**src/rtl/classifier_pkg.sv**
```systemverilog
// Shared class encoding and sizing helpers for the multi-channel event classifier.
package classifier_pkg;

  typedef enum logic [1:0] {
    CLS_C = 2'b00,
    CLS_B = 2'b01,
    CLS_A = 2'b10
  } cls_t;

  function automatic int ch_width(input int n);
    return (n > 1) ? $clog2(n) : 1;
  endfunction

endpackage

```
**src/rtl/classifier_mc_if.sv**
```systemverilog
// Change-report handshake: one channel/class pair per valid/ready transfer.
interface classifier_mc_if #(
  parameter int CH_W = 2
) ();

  logic            rpt_valid;
  logic            rpt_ready;
  logic [CH_W-1:0] rpt_ch;
  logic [1:0]      rpt_class;

  modport master (output rpt_valid, output rpt_ch, output rpt_class, input rpt_ready);
  modport slave  (input rpt_valid, input rpt_ch, input rpt_class, output rpt_ready);

endinterface

```
**src/rtl/classifier_channel.sv**
```systemverilog
// One channel: leaky saturating excitability score plus the C/B/A class FSM
// with confirmed promotion and quiet-time demotion.
//
// state | meaning
// CLS_C | quiescent, score below b_thresh (or timed out of B)
// CLS_B | elevated, promoted after CONFIRM_N samples above C
// CLS_A | active, left only after refractory quiet samples
module classifier_channel
  import classifier_pkg::*;
#(
  parameter int EXC_W     = 12,
  parameter int TIME_W    = 16,
  parameter int EXC_INC   = 100,
  parameter int EXC_DEC   = 100,
  parameter int EXC_MAX   = 1000,
  parameter int CONFIRM_N = 5
) (
  input  logic              clk,
  input  logic              rst_n,
  input  logic              sample_en,
  input  logic              det,
  input  logic [EXC_W-1:0]  a_thresh,
  input  logic [EXC_W-1:0]  b_thresh,
  input  logic [TIME_W-1:0] decay_period,
  input  logic [TIME_W-1:0] timeout,
  input  logic [TIME_W-1:0] refractory,
  output cls_t              cls,
  output logic              changed
);

  localparam int CNF_W = (CONFIRM_N > 1) ? $clog2(CONFIRM_N) : 1;
  localparam logic [CNF_W-1:0] CNF_LAST = CNF_W'(CONFIRM_N - 1);

  cls_t              cls_q, cls_nxt, cand;
  logic [CNF_W-1:0]  cnf_q, cnf_nxt;
  logic [EXC_W-1:0]  exc_q, exc_nxt;
  logic [TIME_W-1:0] quiet_q, quiet_nxt;
  logic [TIME_W-1:0] decay_q, decay_nxt;
  logic [31:0]       exc_sum;
  logic              decay_hit;

  always_ff @(posedge clk or negedge rst_n) begin
    if (!rst_n) begin
      cls_q   <= CLS_C;
      cnf_q   <= '0;
      exc_q   <= '0;
      quiet_q <= '0;
      decay_q <= '0;
    end else begin
      cls_q   <= cls_nxt;
      cnf_q   <= cnf_nxt;
      exc_q   <= exc_nxt;
      quiet_q <= quiet_nxt;
      decay_q <= decay_nxt;
    end
  end

  // Score path: 32-bit sum so EXC_INC near the ceiling cannot wrap before the clamp.
  assign exc_sum   = 32'(exc_q) + 32'(EXC_INC);
  assign decay_hit = ({1'b0, decay_q} + (TIME_W+1)'(1)) == {1'b0, decay_period};

  always_comb begin
    exc_nxt   = exc_q;
    quiet_nxt = quiet_q;
    decay_nxt = decay_q;
    if (sample_en) begin
      if (det) begin
        exc_nxt   = (exc_sum > 32'(EXC_MAX)) ? EXC_W'(EXC_MAX) : exc_sum[EXC_W-1:0];
        quiet_nxt = '0;
        decay_nxt = '0;
      end else begin
        if (quiet_q != '1) quiet_nxt = quiet_q + TIME_W'(1);
        if (decay_period != '0) begin
          if (decay_hit) begin
            exc_nxt   = (32'(exc_q) > 32'(EXC_DEC)) ? exc_q - EXC_W'(EXC_DEC) : '0;
            decay_nxt = '0;
          end else begin
            decay_nxt = decay_q + TIME_W'(1);
          end
        end
      end
    end
  end

  // Candidate uses the registered score, so class lags the score by one sample.
  always_comb begin
    if (exc_q >= a_thresh)      cand = CLS_A;
    else if (exc_q >= b_thresh) cand = CLS_B;
    else                        cand = CLS_C;
  end

  always_comb begin
    cls_nxt = cls_q;
    cnf_nxt = cnf_q;
    if (sample_en) begin
      if (cand > cls_q) begin
        if (cnf_q == CNF_LAST) begin
          cls_nxt = cand;
          cnf_nxt = '0;
        end else begin
          cnf_nxt = cnf_q + CNF_W'(1);
        end
      end else begin
        cnf_nxt = '0;
        unique case (cls_q)
          CLS_A: if (cand != CLS_A && quiet_q >= refractory) cls_nxt = cand;
          CLS_B: if (cand == CLS_C && quiet_q >= timeout)    cls_nxt = CLS_C;
          default: cls_nxt = cls_q;
        endcase
      end
    end
  end

  assign cls     = cls_q;
  assign changed = (cls_nxt != cls_q);

endmodule

```
**src/rtl/classifier_mc.sv**
```systemverilog
// Multi-channel classifier: per-channel class FSMs, coalescing pending bits and a
// round-robin arbiter feeding a single registered change-report port.
module classifier_mc
  import classifier_pkg::*;
#(
  parameter int NUM_CH    = 4,
  parameter int EXC_W     = 12,
  parameter int TIME_W    = 16,
  parameter int EXC_INC   = 100,
  parameter int EXC_DEC   = 100,
  parameter int EXC_MAX   = 1000,
  parameter int CONFIRM_N = 5
) (
  input  logic                clk,
  input  logic                rst_n,
  input  logic                sample_en,
  input  logic [NUM_CH-1:0]   det,
  input  logic [EXC_W-1:0]    a_thresh,
  input  logic [EXC_W-1:0]    b_thresh,
  input  logic [TIME_W-1:0]   decay_period,
  input  logic [TIME_W-1:0]   timeout,
  input  logic [TIME_W-1:0]   refractory,
  output logic [2*NUM_CH-1:0] class_out,
  classifier_mc_if.master     rpt
);

  localparam int CH_W = ch_width(NUM_CH);

  cls_t              cls_ch [NUM_CH];
  logic [NUM_CH-1:0] changed;
  logic [NUM_CH-1:0] pending_q, pending_nxt;
  logic [CH_W-1:0]   last_q, grant, idx_c;
  logic              found, load;
  logic              rpt_valid_q;
  logic [CH_W-1:0]   rpt_ch_q;
  cls_t              rpt_class_q;

  for (genvar i = 0; i < NUM_CH; i++) begin : g_ch
    classifier_channel #(
      .EXC_W     (EXC_W),
      .TIME_W    (TIME_W),
      .EXC_INC   (EXC_INC),
      .EXC_DEC   (EXC_DEC),
      .EXC_MAX   (EXC_MAX),
      .CONFIRM_N (CONFIRM_N)
    ) u_ch (
      .clk          (clk),
      .rst_n        (rst_n),
      .sample_en    (sample_en),
      .det          (det[i]),
      .a_thresh     (a_thresh),
      .b_thresh     (b_thresh),
      .decay_period (decay_period),
      .timeout      (timeout),
      .refractory   (refractory),
      .cls          (cls_ch[i]),
      .changed      (changed[i])
    );
    assign class_out[2*i +: 2] = cls_ch[i];
  end

  // Scan starts one past the last grant so no channel can starve the others.
  always_comb begin
    found = 1'b0;
    grant = last_q;
    idx_c = '0;
    for (int k = 1; k <= NUM_CH; k++) begin
      idx_c = CH_W'((int'(last_q) + k) % NUM_CH);
      if (!found && pending_q[idx_c]) begin
        found = 1'b1;
        grant = idx_c;
      end
    end
  end

  assign load = !rpt_valid_q || rpt.rpt_ready;

  // A change on the grant edge re-arms the bit, so the newer class is reported later.
  always_comb begin
    pending_nxt = pending_q;
    if (load && found) pending_nxt[grant] = 1'b0;
    pending_nxt = pending_nxt | changed;
  end

  always_ff @(posedge clk or negedge rst_n) begin
    if (!rst_n) begin
      pending_q   <= '0;
      last_q      <= CH_W'(NUM_CH - 1);
      rpt_valid_q <= 1'b0;
      rpt_ch_q    <= '0;
      rpt_class_q <= CLS_C;
    end else begin
      pending_q <= pending_nxt;
      if (load) begin
        if (found) begin
          rpt_valid_q <= 1'b1;
          rpt_ch_q    <= grant;
          rpt_class_q <= cls_ch[grant];
          last_q      <= grant;
        end else begin
          rpt_valid_q <= 1'b0;
        end
      end
    end
  end

  assign rpt.rpt_valid = rpt_valid_q;
  assign rpt.rpt_ch    = rpt_ch_q;
  assign rpt.rpt_class = rpt_class_q;

endmodule

```
**src/flat_wrapper.sv**
```systemverilog
// flat-port wrapper written by rule: the top's interface ports become plain ports
module classifier_mc_flat import classifier_pkg::*;
#(
  parameter int NUM_CH    = 4,
  parameter int EXC_W     = 12,
  parameter int TIME_W    = 16,
  parameter int EXC_INC   = 100,
  parameter int EXC_DEC   = 100,
  parameter int EXC_MAX   = 1000,
  parameter int CONFIRM_N = 5
)
  (clk, rst_n, sample_en, det, a_thresh, b_thresh, decay_period, timeout, refractory, class_out, rpt_rpt_valid, rpt_rpt_ch, rpt_rpt_class, rpt_rpt_ready);
  classifier_mc_if rpt_i ();
  input  logic clk;
  input  logic rst_n;
  input  logic sample_en;
  input  logic [NUM_CH-1:0] det;
  input  logic [EXC_W-1:0] a_thresh;
  input  logic [EXC_W-1:0] b_thresh;
  input  logic [TIME_W-1:0] decay_period;
  input  logic [TIME_W-1:0] timeout;
  input  logic [TIME_W-1:0] refractory;
  output logic [2*NUM_CH-1:0] class_out;
  output wire logic [$bits(rpt_i.rpt_valid)-1:0] rpt_rpt_valid;
  output wire logic [$bits(rpt_i.rpt_ch)-1:0] rpt_rpt_ch;
  output wire logic [$bits(rpt_i.rpt_class)-1:0] rpt_rpt_class;
  input wire logic [$bits(rpt_i.rpt_ready)-1:0] rpt_rpt_ready;
  assign rpt_rpt_valid = rpt_i.rpt_valid;
  assign rpt_rpt_ch = rpt_i.rpt_ch;
  assign rpt_rpt_class = rpt_i.rpt_class;
  assign rpt_i.rpt_ready = rpt_rpt_ready;
  classifier_mc #(.NUM_CH(NUM_CH), .EXC_W(EXC_W), .TIME_W(TIME_W), .EXC_INC(EXC_INC), .EXC_DEC(EXC_DEC), .EXC_MAX(EXC_MAX), .CONFIRM_N(CONFIRM_N)) u_core (.clk(clk), .rst_n(rst_n), .sample_en(sample_en), .det(det), .a_thresh(a_thresh), .b_thresh(b_thresh), .decay_period(decay_period), .timeout(timeout), .refractory(refractory), .class_out(class_out), .rpt(rpt_i));
endmodule
```
**config.mk**
```make
export PLATFORM = sky130hd
export DESIGN_NAME = classifier_mc_flat
export DESIGN_NICKNAME = d
export VERILOG_FILES = /design/src/rtl/classifier_pkg.sv /design/src/rtl/classifier_mc_if.sv /design/src/rtl/classifier_channel.sv /design/src/rtl/classifier_mc.sv /design/src/flat_wrapper.sv
export SDC_FILE = /design/constraint.sdc
export NUM_CORES = 1
export LEC_CHECK = 0
export BUFFER_PORTS_ARGS = -buffer_cell sky130_fd_sc_hd__buf_4
export CAP_MARGIN = 20
export CELL_PAD_IN_SITES_DETAIL_PLACEMENT = 1
export CELL_PAD_IN_SITES_GLOBAL_PLACEMENT = 2
export CORE_MARGIN = 2
export CORE_UTILIZATION = 42
export CTS_CLUSTER_SIZE = 16
export DETAILED_ROUTE_END_ITERATION = 10
export PLACE_DENSITY_LB_ADDON = 0.1
export SYNTH_ARGS = -nofsm -noshare
export SYNTH_HDL_FRONTEND = slang
export SYNTH_SLANG_ARGS = --single-unit
```
**constraint.sdc**
```tcl
create_clock -name clk -period 10.12 [get_ports clk]
set_input_delay 0.506 -clock clk [delete_from_list [all_inputs] [get_ports clk]]
set_output_delay 0.506 -clock clk [all_outputs]
set_load 0.005 [all_outputs]
```
== Word level (Yosys, flattened, before mapping) ==
Index checks and enable logic that the tools add are counted.

* Reductions and logical operators: 48
* Div/mod/pow operators: 0
* Equality and inequality tests: 28
* Bitwise gates (word level): 4
* Order comparisons: 35
* Shift operators: 0
* Add/subtract/negate cells: 28
* $mul: 0
* Mux-type cells: 103

{| class="wikitable"
|+ Operators by type and width
! kind !! number
|-
| $mux 16 || 20
|-
| $mux 12 || 20
|-
| $add 16x1->16 const B || 8
|-
| $ge 16x16->1 || 8
|-
| $ge 12x12->1 || 8
|-
| $add 16x1->17 const B || 4
|-
| $eq 17x16->1 || 4
|-
| $ne 16x16->1 const B || 4
|-
| $mux 2 || 30
|-
| $add 12x7->13 const B || 4
|-
| $gt 13x10->1 const B || 4
|-
| $gt 12x7->1 const B || 4
|-
| $sub 12x7->12 const B || 4
|-
| $mux 3 || 8
|-
| $reduce_bool 2->1 || 12
|-
| $reduce_and 2->1 || 9
|-
| $pmux 2 s2 || 4
|-
| $reduce_bool 16->1 || 1
|-
| $lt 2x3->1 const B || 5
|-
| $mux 1 || 14
|-
| $logic_and 1x1->1 || 13
|-
| $add 3x1->3 const B || 4
|-
| $eq 3x3->1 const B || 4
|-
| $reduce_and 3->1 || 4
|-
| 20 further kinds || 46
|}

* Input bits: 80
* Memory bits (read-only): 0
* Word-level logic and storage cells: 271
* RAM bits: 0
* Register bits: 207
* Bits in latches: 0
* Output and inout port bits: 13
* Memories: 0

== Logic depth before layout (Yosys ltp) ==
* Word-level depth: 21
* Depth in mapped cells: 17
* Mapped depth without buffers: 17

== Hierarchy ==
Synthesis repeated with hierarchy kept, for this count alone.

* Cell total of the unflattened synthesis: 2663
* Area total of the unflattened synthesis: 21416.8 um^2

{| class="wikitable"
|+ By module, submodules not included
! module !! cells an instance !! area an instance (um^2) !! times used
|-
| classifier_channel || 651 || 5196.2 || 4
|-
| classifier_mc || 59 || 631.9 || 1
|}

== Worst setup path before layout ==
Ideal clock, no wire load.

* Path kind: input to register
* From: input port a_thresh[3]
* To: register u_core.pending_q[2]
* Path slack: 6.481 ns
* Data required time: 10.038 ns
* Path buffers: 0
* Stages: 16
* Arrival: 3.557 ns
* Path through: inv_1 > ha_1 > a21o_1 > a31oi_1 > o21ai_0 > a2111oi_0 > o21ai_1 > or2_2 > ha_1 > nand2_1 > o21ai_1 > nor2_1 > a31oi_1 > nor2_1 > a2111o_1 > a31oi_1

* Word-level cells in the longest chain between the ends: 10
* Elaborated cells between the ends (all ways): 15
* Classes of those cells: 2 x order compare; 2 x eq/ne; 7 x mux; 1 x bitwise; 3 x reduce/logical

{| class="wikitable"
|+ RTL lines
! element !! RTL line !! text
|-
| start: declaration || flat_wrapper.sv:18 || <nowiki>input logic [EXC_W-1:0] a_thresh;</nowiki>
|-
| $ge 12x12->1 (*) || classifier_channel.sv:87 || <nowiki>if (exc_q >= a_thresh) cand = CLS_A;</nowiki>
|-
| $mux 2 (*) || classifier_channel.sv:87 ||
|-
| $ne 2x2->1 or $logic_not 2->1 (tied branches) || classifier_channel.sv:106, classifier_channel.sv:107 ||
|-
| $logic_and 1x1->1 (on tied branches) || classifier_channel.sv:106, classifier_channel.sv:107 ||
|-
| $mux 2 (on tied branches) || classifier_channel.sv:106, classifier_channel.sv:107 ||
|-
| $pmux 2 s2 || classifier_channel.sv:105 || <nowiki>unique case (cls_q)</nowiki>
|-
| $mux 2 (*) || classifier_channel.sv:96 || <nowiki>if (cand > cls_q) begin</nowiki>
|-
| $mux 2 (*) || classifier_channel.sv:95 || <nowiki>if (sample_en) begin</nowiki>
|-
| $ne 2x2->1 (*) || classifier_channel.sv:115 || <nowiki>assign changed = (cls_nxt != cls_q);</nowiki>
|-
| $or 4x4->4 (*) || classifier_mc.sv:82 || <nowiki>pending_nxt = pending_nxt | changed;</nowiki>
|-
| net u_core.pending_nxt[2] || classifier_mc.sv:31 || <nowiki>logic [NUM_CH-1:0] pending_q, pending_nxt;</nowiki>
|-
| end signal: assignment || classifier_mc.sv:93 || <nowiki>pending_q <= pending_nxt;</nowiki>
|-
| end: declaration || classifier_mc.sv:31 ||
|}

Mark *: on every way through the listed nets, which the timed path passes. The rest lies on a longest branch.
A chain may end at the register's enable or synchronous reset.

== Worst setup path after layout ==
* From: register u_core.g_ch[2].u_ch.exc_q[3]
* To: register u_core.pending_q[2]

* Word-level cells in the longest chain between the ends: 11
* Elaborated cells between the ends (all ways): 17
* Classes of those cells: 3 x order compare; 2 x eq/ne; 8 x mux; 1 x bitwise; 3 x reduce/logical

{| class="wikitable"
|+ RTL lines
! element !! RTL line !! text
|-
| start: declaration || classifier_channel.sv:36 || <nowiki>logic [EXC_W-1:0] exc_q, exc_nxt;</nowiki>
|-
| start signal: assignment || classifier_channel.sv:52 || <nowiki>exc_q <= exc_nxt;</nowiki>
|-
| $ge 12x12->1 || classifier_channel.sv:88 || <nowiki>else if (exc_q >= b_thresh) cand = CLS_B;</nowiki>
|-
| $mux 1 || classifier_channel.sv:88 ||
|-
| $mux 2 (*) || classifier_channel.sv:87 ||
|-
| $ne 2x2->1 or $logic_not 2->1 (tied branches) || classifier_channel.sv:106, classifier_channel.sv:107 ||
|-
| $logic_and 1x1->1 (on tied branches) || classifier_channel.sv:106, classifier_channel.sv:107 ||
|-
| $mux 2 (on tied branches) || classifier_channel.sv:106, classifier_channel.sv:107 ||
|-
| $pmux 2 s2 || classifier_channel.sv:105 ||
|-
| $mux 2 (*) || classifier_channel.sv:96 ||
|-
| $mux 2 (*) || classifier_channel.sv:95 ||
|-
| $ne 2x2->1 (*) || classifier_channel.sv:115 ||
|-
| $or 4x4->4 (*) || classifier_mc.sv:82 ||
|-
| net u_core.pending_nxt[2] || classifier_mc.sv:31 ||
|}

Marks and branches as above.

==> qor.yml <==
status:
  status: "finished clean"
critical_path:
  crit_type: "flip-flop to flip-flop"
  r2r_start: "u_core.g_ch[2].u_ch.exc_q[3]"
  cp_slowest_cell: "dfrtp_1"
  cp.buffers_inverters: 0
  max_stage_delay_ns: 0.60
  cp.required_ns: 10.55
  worstReg2RegEnd: "u_core.pending_q[2]"
  start_kind: "flip-flop"
  worst_path_most_repeated_cell: "a31oi_1"
  worst_path_dominant_cell_family: "compound AO/OA/AOI/OAI gates"
  cp-end-kind: "flip-flop"
  worstRegToRegCells: 15
  crit_arrival_ns: 4.90
  crit_path_max_fanout: 12
  r2r_slack_ns: 5.64
  crit_chain: "ha_1 > a21o_1 > a31oi_1 > o21ai_0 > a2111oi_0 > o21ai_1 > or2_2 > ha_1 > nand2_1 > o21ai_1 > nor2_1 > a31oi_1 > nor2_1 > a2111o_1 > a31oi_1"
global_route:
  grt_pass1_vias: 18780
  track_usage_pct: 27.05
  antenna_found_initial: 1
  grt.overflow.total: 0
  grt_pass1_wl_mm: 101.2
  grt_max_degree: 75
logic_synthesis:
  synth-seq-cells: 199
  synth_top_cell_area_share_pct: 25.85
  syn_area_mm2: 0.01907
  synth_top_family_by_area: "compound AO/OA/AOI/OAI gates"
  synth_nets: 2701
  ys_top_cells_by_area: "dfrtp_1 (26%), ha_1 (17%), o21ai_0 (6.0%)"
  synth_common_cells: "ha_1 (252), o21ai_0 (228), nand2_1 (208)"
  ys_warn_count: 0
  postSynthAreaPerCell_um2: 8.050
  yosysTopAreaCell: "dfrtp_1"
  yosys.area_share.simple_pct: 22.31
  synth_compound_area_share_pct: 23.61
  synth_most_common_cell: "ha_1"
  yosys.area_share.adder_pct: 16.53
  synth_edf_count: 0
  synth_mux_area_share_pct: 0.7677
  synth-xor-area-share_pct: 5.741
  synth_cell_types: 81
  ys.flop_type: "dfrtp_1"
  seq_area_frac_synth_pct: 26.13
  synthCells: 2369
  async_reset_ff_share_pct: 100.0
power:
  p_per_area_mw_per_mm2: 176.8
  ir_drop_mv: 0.1281
  p_leak_uw: 0.009379
clock_tree:
  root_buffer: "clkbuf_16"
  cts.htree.levels: 4
  cts_tree: "yes"
  clockBufferDepth: 2
  clock_latency_ns: 0.51
  numCtsBuffers: 17
  post_cts_buffers: 0
  cts-resized-gates: 0
  cts_hold_buffers: 1
  cts.sinks: 199
  clk_pin_slew_ns: 0.08
sta:
  post-route-period-util_pct: 44.23
  rsz0062_at_grt: "false"
  min_period_ns: 4.476
  fmax_ghz: 0.2234
  slew_headroom_pct: 22.30
  timing.final.ws_setup_ns: 5.644
  setup_viol: 0
  hold_violations: 0
  fin_hold_ws_ns: 0.1996
  slew_viol_final: 0
  setup_tns_ns: 0
  worstMarginPinSlew_ns: 1.160
  fin_skew_ns: 0.01504
routing:
  via_per_inst: 6.104
  num_vias: 18230
  drc: 0
  wire_per_inst_um: 21.07
  dr.pass1.iters: 5
  initialDrtViolationCount: 922
  ant_nets: 0
  routed_wl_mm: 62.91
cells_and_area:
  final_cells: 2986
  fin_util_pct: 46.05
  n_antenna_cell: 0
  area_growth_pct: 8.884
  fin_nets: 2705
  drive_gt1_share_pct: 6.832
placed_design:
  post-place-ws_ns: 5.582
  io_buffer_count: 92
  placed_cells: 2953
  dp_hpwl_mm: 47.06
  place.gp.congestion: 0.8641
die:
  chipWidth_um: 217.1
  core_mm2: 0.04509
  ioPinCount: 93
  dieHeight_um: 217.1
  start_util_pct: 42.29
  die_area_mm2: 0.04712
  fp-row-count: 78
worst_hold_path:
  hp-start: "rpt_rpt_ready"
  holdCritPathClass: "input pin to flip-flop"
  holdPathStages: 2
  hold_end: "u_core.rpt.rpt_valid"
run:
  maxCapViolCount: 0
==> worst max-delay path by stage <==
stage	start	to	slack [ns]	depth (start not counted)
6_report	u_core.g_ch[2].u_ch.exc_q[3]	u_core.pending_q[2]	5.64	15
5_1_grt	u_core.g_ch[2].u_ch.exc_q[3]	u_core.pending_q[2]	5.32	15
4_1_cts	u_core.g_ch[2].u_ch.exc_q[3]	u_core.pending_q[2]	5.70	15
3_5_place_dp	a_thresh[3]	u_core.pending_q[2]	5.58	17
3_3_place_gp	a_thresh[3]	u_core.pending_q[2]	5.80	17
2_1_floorplan	a_thresh[3]	u_core.pending_q[2]	6.48	16
==> cells in the final DEF (no fill, tap or decap), types with 10 or more instances in the layout <==
cell type  Yosys  layout
o21a_1        19      19
a21o_1        51      51
nand2b_1      49      49
buf_4          3     101
o41ai_1       24      23
inv_1        121     121
nand3_1       87      87
and3_1        30      30
xnor2_1       57      57
nor3_1        47      47
nor4_1        22      22
o21ai_0      228     227
or3_1         34      34
and4_1        10      10
a211oi_1      28      28
a21oi_1      122     122
dfrtp_1      197     197
o31ai_1       44      44
nor2b_1       33      33
o211ai_1      23      23
ha_1         252     252
nor2_1       185     185
clkbuf_16      0      17
xor2_1        68      68
nand2_1      208     208
a2111oi_0     10      10
nand3b_1      10      10
o22ai_1       11      11
a31oi_1       27      27
and2_1        17      17
nand4_1       62      62
==> power breakdown <==
| part | internal, uW | switching, uW | leakage, uW |
|---|---|---|---|
| clock network | 416 | 357 | 0.000299 |
| registers | 918 | 332 | 0.00265 |
| logic | 686 | 962 | 0.00643 |
==> state kept, by name (all words and copies together) (netlist names) <==
signal / flops
u_core.pending_q: 4
u_core.g_ch.u_ch.cnf_q: 12
u_core.g_ch.u_ch.exc_q: 40
u_core.rpt.rpt_valid: 1
u_core.rpt.rpt_class: 2
u_core.g_ch.u_ch.decay_q: 64
u_core.rpt.rpt_ch: 2
u_core.g_ch.u_ch.cls: 8
u_core.last_q: 2
u_core.g_ch.u_ch.quiet_q: 64
==> worst register-to-register path: cells and delay by family, from the launching register on <==
kind                     cells  cell delay (ns)
AO/OA/AOI/OAI                9             2.52
AND/OR/NAND/NOR              4             0.65
adder cells (fa/ha/maj)      2             0.62
flip-flops                   1             0.60
==> per-stage QoR <==
| stage | total power [uW] | instance area (um^2) |
|---|---|---|
| 5_1_grt | 3969 | 20760 |
| 6_report | 3671 | 20760 |
| 2_1_floorplan | 2366 | 19070 |
| 3_3_place_gp | 2804 | 20120 |
| 4_1_cts | 3690 | 20760 |
| 3_5_place_dp | 2896 | 20130 |
==> cell type report <==
type	count	area, um^2
fill	5496	24320
inverter	121	454.2
tap	600	750.7
multi-input combinational	1930	13160
timing repair buffer	104	794.5
clock inverter	10	140.1
clock buffer	22	484.2
sequential	199	4982
==> cells by family after synthesis <==
| group | after synthesis |
|---|---|
| buffers and inverters | 240 |
| AOI/OAI and AO/OA | 697 |
| DFF | 199 |
| xor gates and xnor gates | 125 |
| adders and majority gates | 252 |
| and+or+nand+nor | 842 |
| muxes | 14 |
==> routing by layer <==
layer,vias up,GRT usage (%),share of wire (%)
met4,0,10.48,3.1
met1,9134,33.36,44
met2,259,47.93,50
li1,8738,-,-
met5,-,0,0
met3,95,3.340,2.6
Power figures use the tool's default switching activity.
